$ cat src/rtl/time_setter.sv
// time_setter: three debounced buttons (mode/inc/dec) edit an HH:MM:SS value.
// Optional macro AUTO_REPEAT_EN adds hold-to-repeat on the inc and dec buttons.
module time_setter #(
  parameter int DEB_CYCLES    = 10000,
  parameter int REPEAT_DELAY  = 500000,
  parameter int REPEAT_PERIOD = 200000
) (
  input  logic       clk,
  input  logic       rst_n,
  input  logic       btn_mode,
  input  logic       btn_inc,
  input  logic       btn_dec,
  output logic [4:0] sethrs,
  output logic [5:0] setmin,
  output logic [5:0] setsec,
  output logic [1:0] field,
  output logic       editing,
  output logic       load
);

  typedef enum logic [1:0] {IDLE = 2'd0, HRS = 2'd1, MIN = 2'd2, SEC = 2'd3} state_t;

  localparam int DW = (DEB_CYCLES > 1) ? $clog2(DEB_CYCLES) : 1;

  function automatic logic [4:0] step_hrs(input logic [4:0] v, input logic up);
    logic [4:0] r;
    if (up) r = (v >= 5'd23) ? 5'd0 : v + 5'd1;
    else    r = (v == 5'd0 || v > 5'd23) ? 5'd23 : v - 5'd1;
    return r;
  endfunction

  function automatic logic [5:0] step_60(input logic [5:0] v, input logic up);
    logic [5:0] r;
    if (up) r = (v >= 6'd59) ? 6'd0 : v + 6'd1;
    else    r = (v == 6'd0 || v > 6'd59) ? 6'd59 : v - 6'd1;
    return r;
  endfunction

  // bit 0 = mode, bit 1 = inc, bit 2 = dec throughout
  logic [2:0]    raw_s, sync1_r, sync2_r, deb_r, deb_d_r, press_s;
  logic [DW-1:0] deb_cnt_r [3];
  logic [1:0]    rep_step_s;
  logic          inc_s, dec_s, load_nxt_s;
  state_t        state_r, state_nxt_s;
  logic [4:0]    hrs_r, hrs_nxt_s;
  logic [5:0]    min_r, min_nxt_s, sec_r, sec_nxt_s;
  logic          editing_r, load_r;

  assign raw_s   = {btn_dec, btn_inc, btn_mode};
  assign press_s = deb_r & ~deb_d_r;

  // Two-flop synchronizers for the asynchronous button inputs
  always_ff @(posedge clk or negedge rst_n) begin
    if (!rst_n) begin
      sync1_r <= 3'b000;
      sync2_r <= 3'b000;
    end else begin
      sync1_r <= raw_s;
      sync2_r <= sync1_r;
    end
  end

  // Debounce: accept a new level only after DEB_CYCLES consecutive differing samples
  always_ff @(posedge clk or negedge rst_n) begin
    if (!rst_n) begin
      deb_r   <= 3'b000;
      deb_d_r <= 3'b000;
      for (int i = 0; i < 3; i++) deb_cnt_r[i] <= '0;
    end else begin
      deb_d_r <= deb_r;
      for (int i = 0; i < 3; i++) begin
        if (sync2_r[i] != deb_r[i]) begin
          if (deb_cnt_r[i] == DW'(DEB_CYCLES - 1)) begin
            deb_r[i]     <= sync2_r[i];
            deb_cnt_r[i] <= '0;
          end else begin
            deb_cnt_r[i] <= deb_cnt_r[i] + DW'(1);
          end
        end else begin
          deb_cnt_r[i] <= '0;
        end
      end
    end
  end

`ifdef AUTO_REPEAT_EN
  localparam int RMAX = (REPEAT_DELAY > REPEAT_PERIOD) ? REPEAT_DELAY : REPEAT_PERIOD;
  localparam int RW   = $clog2(RMAX + 1);

  logic [1:0]    rep_act_r, rep_first_r;
  logic [RW-1:0] rep_cnt_r [2];

  // Repeat step fires when the held age reaches the first delay, then each period
  always_comb begin
    rep_step_s = 2'b00;
    for (int j = 0; j < 2; j++) begin
      if (rep_first_r[j]) begin
        rep_step_s[j] = rep_act_r[j] && deb_r[j+1] && (rep_cnt_r[j] == RW'(REPEAT_DELAY));
      end else begin
        rep_step_s[j] = rep_act_r[j] && deb_r[j+1] && (rep_cnt_r[j] == RW'(REPEAT_PERIOD));
      end
    end
  end

  // Hold-age counters; any release, mode press or return to IDLE cancels repeating
  always_ff @(posedge clk or negedge rst_n) begin
    if (!rst_n) begin
      rep_act_r   <= 2'b00;
      rep_first_r <= 2'b00;
      for (int j = 0; j < 2; j++) rep_cnt_r[j] <= '0;
    end else begin
      for (int j = 0; j < 2; j++) begin
        if (press_s[j+1] && !press_s[0] && state_r != IDLE) begin
          rep_act_r[j]   <= 1'b1;
          rep_first_r[j] <= 1'b1;
          rep_cnt_r[j]   <= RW'(1);
        end else if (!rep_act_r[j] || !deb_r[j+1] || press_s[0] || state_r == IDLE) begin
          rep_act_r[j]   <= 1'b0;
          rep_first_r[j] <= 1'b0;
          rep_cnt_r[j]   <= '0;
        end else if (rep_step_s[j]) begin
          rep_first_r[j] <= 1'b0;
          rep_cnt_r[j]   <= RW'(1);
        end else begin
          rep_cnt_r[j]   <= rep_cnt_r[j] + RW'(1);
        end
      end
    end
  end
`else
  assign rep_step_s = 2'b00;
`endif

  assign inc_s = press_s[1] | rep_step_s[0];
  assign dec_s = press_s[2] | rep_step_s[1];

  // Next state and values; mode wins over inc/dec, inc+dec together cancel
  always_comb begin
    state_nxt_s = state_r;
    hrs_nxt_s   = hrs_r;
    min_nxt_s   = min_r;
    sec_nxt_s   = sec_r;
    load_nxt_s  = 1'b0;
    if (press_s[0]) begin
      case (state_r)
        IDLE:    state_nxt_s = HRS;
        HRS:     state_nxt_s = MIN;
        MIN:     state_nxt_s = SEC;
        SEC: begin
          state_nxt_s = IDLE;
          load_nxt_s  = 1'b1;
        end
        default: state_nxt_s = IDLE;
      endcase
    end else if (inc_s != dec_s) begin
      case (state_r)
        HRS:     hrs_nxt_s = step_hrs(hrs_r, inc_s);
        MIN:     min_nxt_s = step_60(min_r, inc_s);
        SEC:     sec_nxt_s = step_60(sec_r, inc_s);
        default: state_nxt_s = state_r;
      endcase
    end else begin
      state_nxt_s = state_r;
    end
  end

  // State and output registers
  always_ff @(posedge clk or negedge rst_n) begin
    if (!rst_n) begin
      state_r   <= IDLE;
      hrs_r     <= 5'd0;
      min_r     <= 6'd0;
      sec_r     <= 6'd0;
      editing_r <= 1'b0;
      load_r    <= 1'b0;
    end else begin
      state_r   <= state_nxt_s;
      hrs_r     <= hrs_nxt_s;
      min_r     <= min_nxt_s;
      sec_r     <= sec_nxt_s;
      editing_r <= (state_nxt_s != IDLE);
      load_r    <= load_nxt_s;
    end
  end

  assign sethrs  = hrs_r;
  assign setmin  = min_r;
  assign setsec  = sec_r;
  assign field   = state_r;
  assign editing = editing_r;
  assign load    = load_r;

endmodule

$ cat config.mk
export PLATFORM = sky130hd
export DESIGN_NAME = time_setter
export DESIGN_NICKNAME = d
export VERILOG_FILES = /design/src/rtl/time_setter.sv
export SDC_FILE = /design/constraint.sdc
export NUM_CORES = 1
export LEC_CHECK = 0
export BUFFER_PORTS_ARGS = -buffer_cell sky130_fd_sc_hd__clkbuf_2
export CORE_MARGIN = 2
export CORE_UTILIZATION = 40
export DETAILED_ROUTE_END_ITERATION = 16
export SYNTH_ARGS = -nofsm -noshare
export SYNTH_HDL_FRONTEND = slang
export SYNTH_SLANG_ARGS = --single-unit
$ cat constraint.sdc
create_clock -name clk -period 4.7 [get_ports clk]
set_input_delay 0.235 -clock clk [delete_from_list [all_inputs] [get_ports clk]]
set_output_delay 0.235 -clock clk [all_outputs]
set_load 0.005 [all_outputs]
==> impl_metrics.py <==
metrics = {
    "timing": {
        "setup_viol": 0,
        "worstMarginPinSlew_ns": 0.950,
        "maxSlewViolCount": 0,
        "fin_skew_ns": 0.0135,
        "rsz0062_at_grt": "no",
        "fmax_mhz": 479,
        "fin_crit_ns": 2.09,
        "hold_viol": 4,
        "whs_ns": -0.00739,
        "period_share_pct": 44.4,
        "relSlewSlack_pct": 36.7,
        "fin_setup_tns_ns": 0,
    },
    "critical_path": {
        "worstSetupStartpointType": "register",
        "timing.rr.start": "deb_r[1]$_DFFE_PN0P_",
        "critPathArrivalTime_ns": 2.33,
        "crit_start": "deb_r[1]$_DFFE_PN0P_",
        "critPathCaptureType": "register",
        "reg2reg_slack_ns": 2.61,
        "crit_fanout": 23,
        "reg2reg_depth": 5,
        "crit_required_ns": 4.94,
        "r2r-end": "setsec[3]$_DFFE_PN0P_",
        "crit_type": "reg -> reg",
    },
    "placement": {
        "place.gp.congestion": 0.825,
        "io_buffers": 25,
        "dp_hpwl_um": 5450,
    },
    "synth": {
        "ys_warn_count": 0,
        "ys_types": 63,
        "synthTopCellsByArea": "dfrtp_1 (45%), nor2_1 (5.4%), xor2_1 (4.8%)",
        "ys_seq_area_share_pct": 44.6,
        "synth_top_area_share_pct": 44.6,
        "syn_area_per_cell_um2": 9.71,
        "synth_top_cell_by_area": "dfrtp_1",
        "syn_area_mm2": 0.00421,
        "synthFlopType": "dfrtp_1",
        "synthCells": 434,
        "ys_seq_elements": 75,
        "syn-num-nets": 454,
        "synth_edf_count": 0,
        "async_flop_share_pct": 100,
    },
    "finish": {
        "area_growth_pct": 9.50,
        "final_nets": 472,
        "drive_above_1_share_pct": 13.8,
        "nFillCells": 1039,
        "multi_input_area_mm2": 0.00214,
        "register_area_mm2": 0.00188,
        "n_antenna_cell": 0,
    },
    "die": {
        "die-area_mm2": 0.0114,
        "die_w_um": 107,
        "start_util_pct": 41.0,
        "fp.dieH_um": 107,
        "ios": 26,
        "core_area_mm2": 0.0103,
        "rows": 37,
    },
    "global_route": {
        "grt_first_pass_wirelength_um": 14200,
        "overflow": 0,
        "grt_use_total_pct": 15.3,
        "grt_max_degree": 76,
        "antenna_found_initial": 0,
        "first_global_vias": 3054,
    },
    "cts": {
        "cts_sinks": 75,
        "cts_resized": 0,
        "cts.reportedPaths.clkPinSlew_ns": 0.08,
        "cts_max_level": 3,
        "cts_tree": "yes",
        "cts_buffer_depth": 2,
        "cts_buffers": 9,
        "clockRootBuffer": "clkbuf_8",
        "clock_latency_ns": 0.35,
    },
    "route": {
        "drt_iter0_drc": 100,
        "vias": 3142,
        "antenna_left": 0,
        "avgViaCountPerCell": 5.30,
        "drc": 0,
        "first_pass_iters": 5,
        "wirelength_um": 8060,
        "drt-wirelength-per-cell_um": 13.6,
    },
    "run": {
        "drv_cap": 0,
    },
    "power": {
        "leakage_nw": 2.02,
        "ir_worst_vdd_mv": 0.113,
        "p_per_area_mw_per_mm2": 263,
    },
    "min_path": {
        "hp-class": "in -> async",
    },
    "run_status": {
        "outcome": "finished with violations",
        "violations": "hold timing",
    },
}
[routing by layer]
metal | track usage, % | up-vias | part of all wire [%]
li1 | - | 1554 | -
met1 | 21.5 | 1516 | 51
met2 | 23.3 | 56 | 44
met3 | 2.67 | 16 | 3.2
met4 | 6.12 | 0 | 2.1
met5 | 0 | - | 0
[Yosys cell counts (2+ instances only)]
master	count
a21o_1	3
a21oi_1	18
a22o_1	2
a31o_2	2
a31oi_1	3
a32oi_1	2
and2_1	2
and3_1	15
and4_1	2
buf_2	10
buf_6	6
clkbuf_1	4
dfrtp_1	75
ha_1	15
inv_1	16
mux2_2	4
nand2_1	28
nand2b_1	4
nand3_1	26
nand3b_1	4
nand4_1	14
nor2_1	61
nor3_1	11
nor4_1	2
nor4b_1	4
o2111ai_1	2
o211ai_1	2
o21a_1	3
o21ai_0	13
o22ai_1	2
o31ai_1	5
o32ai_1	2
or3_1	4
xnor2_1	17
xor2_1	23
[worst max path at each step]
| stage | end | cells after the start | slack [ns] |
|---|---|---|---|
| final | setsec[3]$_DFFE_PN0P_ | 5 | 2.61 |
| after global routing | setsec[3]$_DFFE_PN0P_ | 5 | 2.42 |
| after CTS | setsec[3]$_DFFE_PN0P_ | 5 | 2.62 |
| after detailed placement | setsec[3]$_DFFE_PN0P_ | 5 | 2.63 |
| after global placement | setsec[3]$_DFFE_PN0P_ | 5 | 2.74 |
| after floorplan | setmin[3]$_DFFE_PN0P_ | 6 | 3.02 |
[through the flow]
step / instances / setup WS, ns / util (%) / area, um^2 / power (mW)
after floorplan: 434 / 3.02 / - / 4210 / 0.686
after global placement: 574 / 2.74 / 42.5 / 4370 / 0.705
after detailed placement: 574 / 2.63 / 42.5 / 4370 / 0.705
after CTS: 593 / 2.62 / 44.9 / 4610 / 1.23
after global routing: 593 / 2.42 / 44.9 / 4610 / 1.26
final: 593 / 2.61 / 44.9 / 4610 / 1.21
[final cells by class]
cell class                      instances  area share, %
Inverter                               16           1.30
Multi-Input combinational cell        322           46.4
Tap cell                              136           3.69
Clock buffer                           11           3.28
Sequential cell                        75           40.7
Clock inverter                          5           1.27
Timing Repair Buffer                   28           3.42
[placed cells by master, fill, tap and decap left out, drive strengths merged, types with 5 or more instances in the layout]
| master | instances |
|---|---|
| nand2b | 5 |
| a21oi | 18 |
| xor2 | 23 |
| nor3 | 13 |
| nand4 | 14 |
| clkbuf | 35 |
| nor2 | 62 |
| and3 | 16 |
| xnor2 | 19 |
| dfrtp | 75 |
| or3 | 5 |
| o31ai | 5 |
| nand2 | 28 |
| ha | 15 |
| inv | 17 |
| o21ai | 14 |
| nand3 | 27 |
[where the power goes]
part / switching (mW) / internal [mW] / leakage [nW] / total, mW
combinational: 0.0227 / 0.00947 / 0.896 / 0.0322
clock: 0.245 / 0.275 / 0.102 / 0.520
sequential: 0.00711 / 0.654 / 1.03 / 0.661
total: 0.275 / 0.938 / 2.02 / 1.21
[flip-flops by register name, summed over array words and instances (netlist names)]
register,flops
sync1_r,3
sync2_r,3
sethrs,5
load,1
deb_d_r,3
deb_r,3
deb_cnt_r,42
field,2
setmin,6
setsec,6
editing,1
[timing repair]
action | in CTS | in global routing
hold buffers | 3 | 0
endpoints found under the setup margin | 0 | 0
endpoints found under the hold margin | 3 | 0
setup buffers | 0 | 0
[kinds of logic (layout without fill, tap and decap cells)]
group | Yosys count | in the layout | synth area share (%)
adders and majority gates | 15 | 15 | 4.46
xor gates and xnor gates | 42 | 42 | 9.36
DFF | 75 | 75 | 44.6
muxes | 5 | 5 | 1.31
buffers and inverters | 37 | 60 | 4.69
AOI/OAI and AO/OA | 72 | 72 | 12.7
and+or+nand+nor | 188 | 188 | 22.9
[worst max-delay path, stage by stage, from the launching register on]
cell,delay [ns]
dfrtp_1,0.43
and2b_1,0.74
xnor2_2,0.21
a211oi_2,0.31
o2111ai_1,0.17
o21a_1,0.13
(Power assumes the default switching activity.)
